### src/rtl/u_pe_ctrl_if.sv
// Bundle between u_pe_ctrl, the layer sequencer, the IMap/weight/result buffers
// and the PE column. slave = scheduler side, master = surrounding system side.
interface u_pe_ctrl_if #(
  parameter int unsigned PE_NUM = 8,
  parameter int unsigned ADDR_W = 14
);
  logic                  Start;
  logic                  Clear;
  logic [10:0]           Calcycle;
  logic [9:0]            OutLen;
  logic                  IMapRdEn;
  logic [ADDR_W-1:0]     IMapRdAddr;
  logic [7:0]            IMapRdData;
  logic                  WtRdEn;
  logic [10:0]           WtRdAddr;
  logic [8*PE_NUM-1:0]   WtRdData;
  logic [10:0]           PE_Calcycle;
  logic [7:0]            PE_IMap;
  logic                  PE_IMapVld;
  logic [8*PE_NUM-1:0]   PE_Weight;
  logic [PE_NUM-1:0]     PE_WeightVld;
  logic [15:0]           PE_OMap;
  logic                  PE_OMapVld;
  logic                  ResWrEn;
  logic [ADDR_W-1:0]     ResWrAddr;
  logic [15:0]           ResWrData;
  logic                  Busy;
  logic                  Done;

  modport slave (
    input  Start, Clear, Calcycle, OutLen, IMapRdData, WtRdData, PE_OMap, PE_OMapVld,
    output IMapRdEn, IMapRdAddr, WtRdEn, WtRdAddr, PE_Calcycle, PE_IMap, PE_IMapVld,
           PE_Weight, PE_WeightVld, ResWrEn, ResWrAddr, ResWrData, Busy, Done
  );

  modport master (
    output Start, Clear, Calcycle, OutLen, IMapRdData, WtRdData, PE_OMap, PE_OMapVld,
    input  IMapRdEn, IMapRdAddr, WtRdEn, WtRdAddr, PE_Calcycle, PE_IMap, PE_IMapVld,
           PE_Weight, PE_WeightVld, ResWrEn, ResWrAddr, ResWrData, Busy, Done
  );
endinterface

### src/rtl/u_pe_ctrl.sv
// Systolic-column scheduler: issues IMap/weight reads, skews weights per PE row,
// collects results into the result buffer. Define PE_CTRL_RELU_EN for ReLU on write.
module u_pe_ctrl #(
  parameter int unsigned PE_NUM = 8,
  parameter int unsigned ADDR_W = 14
) (
  input  logic         clk_cal,
  input  logic         rst_cal_n,
  u_pe_ctrl_if.slave   bus
);

  localparam int unsigned CAL_W  = 11;
  localparam int unsigned LEN_W  = 10;
  localparam int unsigned CNT_W  = 14;
  localparam int unsigned BYTE_W = 8;
  localparam int unsigned RES_W  = 16;

  typedef enum logic [1:0] {IDLE, ISSUE, DRAIN, FINISH} state_e;

  state_e              state_q, state_d;
  logic [CAL_W-1:0]    cal_q, cal_d;
  logic [LEN_W-1:0]    len_q, len_d;
  logic [CNT_W-1:0]    exp_q, exp_d;
  logic [CAL_W-1:0]    k_q, k_d;
  logic [LEN_W-1:0]    p_q, p_d;
  logic [ADDR_W-1:0]   lin_q, lin_d;
  logic                rd_en_q, rd_en_d;
  logic                busy_q, busy_d;
  logic                done_q, done_d;
  logic [CNT_W-1:0]    res_cnt_q, res_cnt_d;
  logic                res_wr_en_q, res_wr_en_d;
  logic [ADDR_W-1:0]   res_addr_q, res_addr_d;
  logic [RES_W-1:0]    res_data_q, res_data_d;
  logic [PE_NUM-1:0]   vld_q, vld_d;
  logic [RES_W-1:0]    res_fmt;

`ifdef PE_CTRL_RELU_EN
  assign res_fmt = bus.PE_OMap[RES_W-1] ? '0 : bus.PE_OMap;
`else
  assign res_fmt = bus.PE_OMap;
`endif

  // Next-state, read sequencing and result collection
  always_comb begin
    state_d     = state_q;
    cal_d       = cal_q;
    len_d       = len_q;
    exp_d       = exp_q;
    k_d         = k_q;
    p_d         = p_q;
    lin_d       = lin_q;
    rd_en_d     = 1'b0;
    done_d      = 1'b0;
    res_cnt_d   = res_cnt_q;
    res_wr_en_d = 1'b0;
    res_addr_d  = res_addr_q;
    res_data_d  = res_data_q;

    if (state_q != IDLE && bus.PE_OMapVld && res_cnt_q != exp_q) begin
      res_wr_en_d = 1'b1;
      res_addr_d  = ADDR_W'(res_cnt_q);
      res_data_d  = res_fmt;
      res_cnt_d   = res_cnt_q + CNT_W'(1);
    end

    case (state_q)
      IDLE: begin
        if (bus.Start) begin
          cal_d      = bus.Calcycle;
          len_d      = bus.OutLen;
          exp_d      = CNT_W'(32'(bus.OutLen) * PE_NUM);
          k_d        = '0;
          p_d        = '0;
          lin_d      = '0;
          res_cnt_d  = '0;
          res_addr_d = '0;
          if (bus.Calcycle == '0 || bus.OutLen == '0) begin
            state_d = FINISH;
          end else begin
            state_d = ISSUE;
            rd_en_d = 1'b1;
          end
        end
      end
      ISSUE: begin
        // k_q/p_q/lin_q describe the read currently on the bus
        if (k_q == cal_q - CAL_W'(1) && p_q == len_q - LEN_W'(1)) begin
          state_d = DRAIN;
        end else begin
          rd_en_d = 1'b1;
          lin_d   = lin_q + ADDR_W'(1);
          if (k_q == cal_q - CAL_W'(1)) begin
            k_d = '0;
            p_d = p_q + LEN_W'(1);
          end else begin
            k_d = k_q + CAL_W'(1);
          end
        end
      end
      DRAIN: begin
        if (res_cnt_d == exp_q) state_d = FINISH;
      end
      FINISH: begin
        done_d  = 1'b1;
        state_d = IDLE;
      end
      default: state_d = IDLE;
    endcase

    if (bus.Clear) begin
      state_d     = IDLE;
      k_d         = '0;
      p_d         = '0;
      lin_d       = '0;
      rd_en_d     = 1'b0;
      done_d      = 1'b0;
      res_cnt_d   = '0;
      res_wr_en_d = 1'b0;
      res_addr_d  = '0;
      res_data_d  = '0;
    end

    busy_d = (state_d != IDLE);
    vld_d  = bus.Clear ? '0 : PE_NUM'({vld_q, rd_en_q});
  end

  always_ff @(posedge clk_cal or negedge rst_cal_n) begin
    if (!rst_cal_n) begin
      state_q     <= IDLE;
      cal_q       <= '0;
      len_q       <= '0;
      exp_q       <= '0;
      k_q         <= '0;
      p_q         <= '0;
      lin_q       <= '0;
      rd_en_q     <= 1'b0;
      busy_q      <= 1'b0;
      done_q      <= 1'b0;
      res_cnt_q   <= '0;
      res_wr_en_q <= 1'b0;
      res_addr_q  <= '0;
      res_data_q  <= '0;
      vld_q       <= '0;
    end else begin
      state_q     <= state_d;
      cal_q       <= cal_d;
      len_q       <= len_d;
      exp_q       <= exp_d;
      k_q         <= k_d;
      p_q         <= p_d;
      lin_q       <= lin_d;
      rd_en_q     <= rd_en_d;
      busy_q      <= busy_d;
      done_q      <= done_d;
      res_cnt_q   <= res_cnt_d;
      res_wr_en_q <= res_wr_en_d;
      res_addr_q  <= res_addr_d;
      res_data_q  <= res_data_d;
      vld_q       <= vld_d;
    end
  end

  // Weight byte i is delayed i cycles so it meets the IMap after i hops
  assign bus.PE_Weight[BYTE_W-1:0] = vld_q[0] ? bus.WtRdData[BYTE_W-1:0] : '0;

  for (genvar i = 1; i < PE_NUM; i++) begin : g_skew
    logic [BYTE_W*i-1:0] sk_q, sk_d;

    always_comb begin
      sk_d = bus.Clear ? '0 : (BYTE_W*i)'({sk_q, bus.WtRdData[BYTE_W*i +: BYTE_W]});
    end

    always_ff @(posedge clk_cal or negedge rst_cal_n) begin
      if (!rst_cal_n) sk_q <= '0;
      else            sk_q <= sk_d;
    end

    assign bus.PE_Weight[BYTE_W*i +: BYTE_W] = vld_q[i] ? sk_q[BYTE_W*i-1 -: BYTE_W] : '0;
  end

  assign bus.IMapRdEn     = rd_en_q;
  assign bus.IMapRdAddr   = lin_q;
  assign bus.WtRdEn       = rd_en_q;
  assign bus.WtRdAddr     = k_q;
  assign bus.PE_Calcycle  = cal_q;
  assign bus.PE_IMapVld   = vld_q[0];
  assign bus.PE_IMap      = vld_q[0] ? bus.IMapRdData : '0;
  assign bus.PE_WeightVld = vld_q;
  assign bus.ResWrEn      = res_wr_en_q;
  assign bus.ResWrAddr    = res_addr_q;
  assign bus.ResWrData    = res_data_q;
  assign bus.Busy         = busy_q;
  assign bus.Done         = done_q;

endmodule

### src/flat_wrapper.sv
// flat-port wrapper written by rule: the top's interface ports become plain ports
module u_pe_ctrl_flat 
#(
  parameter int unsigned PE_NUM = 8,
  parameter int unsigned ADDR_W = 14
)
  (clk_cal, rst_cal_n, bus_Start, bus_Clear, bus_Calcycle, bus_OutLen, bus_IMapRdData, bus_WtRdData, bus_PE_OMap, bus_PE_OMapVld, bus_IMapRdEn, bus_IMapRdAddr, bus_WtRdEn, bus_WtRdAddr, bus_PE_Calcycle, bus_PE_IMap, bus_PE_IMapVld, bus_PE_Weight, bus_PE_WeightVld, bus_ResWrEn, bus_ResWrAddr, bus_ResWrData, bus_Busy, bus_Done);
  u_pe_ctrl_if #(.PE_NUM(PE_NUM), .ADDR_W(ADDR_W)) bus_i ();
  input  logic clk_cal;
  input  logic rst_cal_n;
  input wire logic [$bits(bus_i.Start)-1:0] bus_Start;
  input wire logic [$bits(bus_i.Clear)-1:0] bus_Clear;
  input wire logic [$bits(bus_i.Calcycle)-1:0] bus_Calcycle;
  input wire logic [$bits(bus_i.OutLen)-1:0] bus_OutLen;
  input wire logic [$bits(bus_i.IMapRdData)-1:0] bus_IMapRdData;
  input wire logic [$bits(bus_i.WtRdData)-1:0] bus_WtRdData;
  input wire logic [$bits(bus_i.PE_OMap)-1:0] bus_PE_OMap;
  input wire logic [$bits(bus_i.PE_OMapVld)-1:0] bus_PE_OMapVld;
  output wire logic [$bits(bus_i.IMapRdEn)-1:0] bus_IMapRdEn;
  output wire logic [$bits(bus_i.IMapRdAddr)-1:0] bus_IMapRdAddr;
  output wire logic [$bits(bus_i.WtRdEn)-1:0] bus_WtRdEn;
  output wire logic [$bits(bus_i.WtRdAddr)-1:0] bus_WtRdAddr;
  output wire logic [$bits(bus_i.PE_Calcycle)-1:0] bus_PE_Calcycle;
  output wire logic [$bits(bus_i.PE_IMap)-1:0] bus_PE_IMap;
  output wire logic [$bits(bus_i.PE_IMapVld)-1:0] bus_PE_IMapVld;
  output wire logic [$bits(bus_i.PE_Weight)-1:0] bus_PE_Weight;
  output wire logic [$bits(bus_i.PE_WeightVld)-1:0] bus_PE_WeightVld;
  output wire logic [$bits(bus_i.ResWrEn)-1:0] bus_ResWrEn;
  output wire logic [$bits(bus_i.ResWrAddr)-1:0] bus_ResWrAddr;
  output wire logic [$bits(bus_i.ResWrData)-1:0] bus_ResWrData;
  output wire logic [$bits(bus_i.Busy)-1:0] bus_Busy;
  output wire logic [$bits(bus_i.Done)-1:0] bus_Done;
  assign bus_i.Start = bus_Start;
  assign bus_i.Clear = bus_Clear;
  assign bus_i.Calcycle = bus_Calcycle;
  assign bus_i.OutLen = bus_OutLen;
  assign bus_i.IMapRdData = bus_IMapRdData;
  assign bus_i.WtRdData = bus_WtRdData;
  assign bus_i.PE_OMap = bus_PE_OMap;
  assign bus_i.PE_OMapVld = bus_PE_OMapVld;
  assign bus_IMapRdEn = bus_i.IMapRdEn;
  assign bus_IMapRdAddr = bus_i.IMapRdAddr;
  assign bus_WtRdEn = bus_i.WtRdEn;
  assign bus_WtRdAddr = bus_i.WtRdAddr;
  assign bus_PE_Calcycle = bus_i.PE_Calcycle;
  assign bus_PE_IMap = bus_i.PE_IMap;
  assign bus_PE_IMapVld = bus_i.PE_IMapVld;
  assign bus_PE_Weight = bus_i.PE_Weight;
  assign bus_PE_WeightVld = bus_i.PE_WeightVld;
  assign bus_ResWrEn = bus_i.ResWrEn;
  assign bus_ResWrAddr = bus_i.ResWrAddr;
  assign bus_ResWrData = bus_i.ResWrData;
  assign bus_Busy = bus_i.Busy;
  assign bus_Done = bus_i.Done;
  u_pe_ctrl #(.PE_NUM(PE_NUM), .ADDR_W(ADDR_W)) u_core (.clk_cal(clk_cal), .rst_cal_n(rst_cal_n), .bus(bus_i));
endmodule
### config.mk
export PLATFORM = sky130hd
export DESIGN_NAME = u_pe_ctrl_flat
export DESIGN_NICKNAME = d
export VERILOG_FILES = /design/src/rtl/u_pe_ctrl_if.sv /design/src/rtl/u_pe_ctrl.sv /design/src/flat_wrapper.sv
export SDC_FILE = /design/constraint.sdc
export NUM_CORES = 1
export LEC_CHECK = 0
export CORE_AREA = 2 2 132 198
export CTS_CLUSTER_DIAMETER = 40
export DETAILED_ROUTE_END_ITERATION = 16
export DIE_AREA = 0 0 134 200
export PLACE_DENSITY = 0.84
export SETUP_SLACK_MARGIN = 0.2
export SYNTH_ARGS = -nofsm -noshare
export SYNTH_HDL_FRONTEND = slang
export SYNTH_SLANG_ARGS = --single-unit
### constraint.sdc
create_clock -name clk_cal -period 4.6 [get_ports clk_cal]
set_input_delay 0.92 -clock clk_cal [delete_from_list [all_inputs] [get_ports clk_cal]]
set_output_delay 0.92 -clock clk_cal [all_outputs]
set_load 0.05 [all_outputs]
==> results.py <==
metrics = {
    "outcome": {
        "status": "finished clean",
    },
    "setup_path": {
        "crit_arrival_ps": 4070,
        "r2r_cells": 11,
        "crit_required_ps": 5040,
        "critPathCaptureType": "register",
        "timing.rr.end": "u_core.bus.WtRdAddr[9]$_DFFE_PN0P_",
        "cp-endpoint": "u_core.bus.WtRdAddr[9]$_DFFE_PN0P_",
        "path_max_fanout": 17,
        "startpoint": "u_core.bus.PE_Calcycle[0]$_DFFE_PN0P_",
        "r2r-start": "u_core.bus.PE_Calcycle[0]$_DFFE_PN0P_",
        "ff2ff_setup_slack_ps": 970,
        "critPathKind": "register to register",
        "start_kind": "register",
    },
    "clock_tree": {
        "clockRootBuffer": "clkbuf_16",
        "clk_pin_slew_worst_paths_ps": 60,
        "clk_latency_ps": 520,
        "cts_hold_buf": 0,
        "numCtsBuffers": 36,
        "cts_tree": "yes",
        "postCtsSetupRepairBufs": 0,
        "htree_levels": 2,
        "clock-sinks": 338,
        "clockBufferDepth": 3,
        "ctsResizeCount": 0,
    },
    "layout": {
        "ff_latch_area_mm2": 0.008458,
        "syn2layout_area_growth_pct": 30.28,
        "final_util_pct": 72.10,
        "diodes": 0,
        "nFillCells": 1751,
        "drive_gt1_share_pct": 7.337,
        "num-nets-final": 1565,
        "finalNonFillerCells": 1800,
        "multi_input_comb_area_mm2": 0.005036,
    },
    "floorplan": {
        "dieArea_mm2": 0.02680,
        "die-height_um": 200,
        "core-area_mm2": 0.02496,
        "io_pins": 266,
        "initial_utilization_pct": 55.35,
        "num_rows": 71,
        "die_w_um": 134,
    },
    "power": {
        "peakVddDrop_mv": 0.3889,
        "p_total_w": 0.006855,
        "p_leak_nw": 7.929,
        "powerDensity_mw_per_mm2": 380.9,
    },
    "synth": {
        "synthMuxAreaShare_pct": 3.849,
        "synth_area_mm2": 0.01382,
        "async_flop_share_pct": 100.0,
        "synth-simple-area-share_pct": 23.35,
        "synthAdderAreaFrac_pct": 0.6339,
        "synth.most_common_cell": "dfrtp_1",
        "synth-compound-area-share_pct": 4.773,
        "synth_top_family_by_area": "simple AND/OR/NAND/NOR gates",
        "synth_flop_cell": "dfrtp_1",
        "synth_top_cell_by_area": "dfrtp_1",
        "synth_edf_count": 0,
        "synth-xor-area-share_pct": 3.677,
        "synth_top_area_share_pct": 61.22,
        "yosysSeqAreaShare_pct": 61.22,
        "synth_common_cells": "dfrtp_1 (338), nor2b_1 (237), nor2_1 (91)",
        "syn_area_per_cell_um2": 11.52,
        "synthTopCellsByArea": "dfrtp_1 (61%), nor2b_1 (11%), and2_1 (3.4%)",
        "ys_warn_count": 0,
        "ys_types": 66,
        "postSynthCellCount": 1199,
        "ys_seq_elements": 338,
        "synth_fp_nets": 1320,
    },
    "timing": {
        "holdWs_ps": 453.4,
        "fin_skew_ps": 14.79,
        "setup_viol": 0,
        "worst_pin_slew_ps": 1012,
        "min_period_ps": 3626,
        "rsz0062_at_grt": "false",
        "finalMaxSlewViolations": 0,
        "relSlewSlack_pct": 32.50,
        "period_share_pct": 78.83,
        "final.setup.tns_ps": 0,
        "max_freq_ghz": 0.2758,
        "hold_viol": 0,
    },
    "job": {
        "max_cap_viol_count": 0,
    },
    "grt": {
        "antenna_found_initial": 0,
        "grt_pass1_wl_mm": 49.53,
        "grt_usage_pct": 23.35,
        "grt_max_degree": 151,
        "grt_pass1_vias": 9641,
        "overflow": 0,
    },
    "routing": {
        "drc_errors": 0,
        "wl_mm": 31.41,
        "drt_iter0_drc": 628,
        "drt-wirelength-per-cell_um": 17.45,
        "vias": 9564,
        "first_pass_iters": 5,
        "ant_nets": 0,
        "vias_per_cell": 5.313,
    },
    "place": {
        "place_congestion": 0.9337,
        "dp.cells": 1734,
        "dp_hpwl_mm": 21.15,
        "numPortBuffers": 265,
    },
    "worst_hold_path": {
        "worstHoldPathType": "register to register",
    },
}
## power by group
| group | total, W | switching, W | internal, W |
|---|---|---|---|
| clock network | 0.00298 | 0.00120 | 0.00178 |
| registers | 0.00316 | 0.0000914 | 0.00307 |
| logic | 0.000710 | 0.000411 | 0.000299 |
## layout make-up
| type | count | area share [%] |
|---|---|---|
| sequential | 338 | 46.99 |
| multi-input combinational | 776 | 27.98 |
| timing repair buffer | 275 | 15.41 |
| clock buffer | 46 | 5.492 |
| tap | 328 | 2.280 |
| clock inverter | 20 | 1.488 |
| inverter | 17 | 0.3545 |
## how the worst min path moves through the flow
stage                                              startpoint                                  end  slack (ps)  depth (start not counted)
after global routing      u_core.g_skew[5].sk_q[23]$_DFF_PN0_  u_core.g_skew[5].sk_q[31]$_DFF_PN0_         470                          1
final                     u_core.g_skew[5].sk_q[23]$_DFF_PN0_  u_core.g_skew[5].sk_q[31]$_DFF_PN0_         450                          1
after detailed placement  u_core.g_skew[4].sk_q[20]$_DFF_PN0_  u_core.g_skew[4].sk_q[28]$_DFF_PN0_         450                          1
after CTS                 u_core.g_skew[5].sk_q[23]$_DFF_PN0_  u_core.g_skew[5].sk_q[31]$_DFF_PN0_         450                          1
after global placement    u_core.g_skew[6].sk_q[21]$_DFF_PN0_  u_core.g_skew[6].sk_q[29]$_DFF_PN0_         440                          1
after floorplan            u_core.g_skew[2].sk_q[2]$_DFF_PN0_  u_core.g_skew[2].sk_q[10]$_DFF_PN0_         440                          1
## flip-flops by register name, summed over array words and instances, names as in the netlist, 11 cells and up
| register | count |
|---|---|
| u_core.bus.PE_Calcycle | 11 |
| u_core.bus.WtRdAddr | 11 |
| u_core.bus.ResWrData | 16 |
| u_core.bus.ResWrAddr | 14 |
| u_core.bus.IMapRdAddr | 14 |
| u_core.res_cnt_q | 14 |
| u_core.g_skew.sk_q | 224 |
## stage by stage
| step | area [um2] | worst slack [ps] |
|---|---|---|
| 2_1_floorplan | 13820 | 1235 |
| 3_3_place_gp | 16740 | 964.9 |
| 3_5_place_dp | 16740 | 891.1 |
| 4_1_cts | 18000 | 998.4 |
| 5_1_grt | 18000 | 732.2 |
| 6_report | 18000 | 973.7 |
## logic make-up after synthesis
family          Yosys count
compound gates          101
mux                      50
simple gates            560
buf+inv                  85
xor+xnor                 58
flops                   338
fa+ha+maj                 7
## worst max-delay path: stages, from the launching register on
cell	delay, ps
dfrtp_1	430
inv_1	100
ha_1	230
or4b_2	690
a21boi_0	250
a221oi_1	140
o22ai_1	400
nor4_4	50
buf_4	220
or2b_4	350
or4_1	530
a21oi_1	160
## layer usage
layer	up-vias	global-route usage, %	part of all wire [%]
li1	4440	-	-
met1	4699	29.23	39
met4	0	8.117	2.8
met2	353	40.59	51
met3	72	4.773	6.7
met5	-	0	0
## cell usage in the layout, fill, tap and decap left out, types with 11 or more instances in the layout
cell type and n:
a21oi_1 30, and2_1 74, clkbuf_16 36, clkdlybuf4s50_1 263, dfrtp_1 338, inv_1 17, mux2_2 17, mux2i_1 31
nand2_1 36, nand3_1 19, nand4_1 14, nor2_1 91, nor2b_1 237, nor3_1 15, nor4_1 11, o21ai_0 26
or3_1 14, xnor2_1 29, xor2_1 29
No activity file was read; power rests on OpenSTA's default activity.
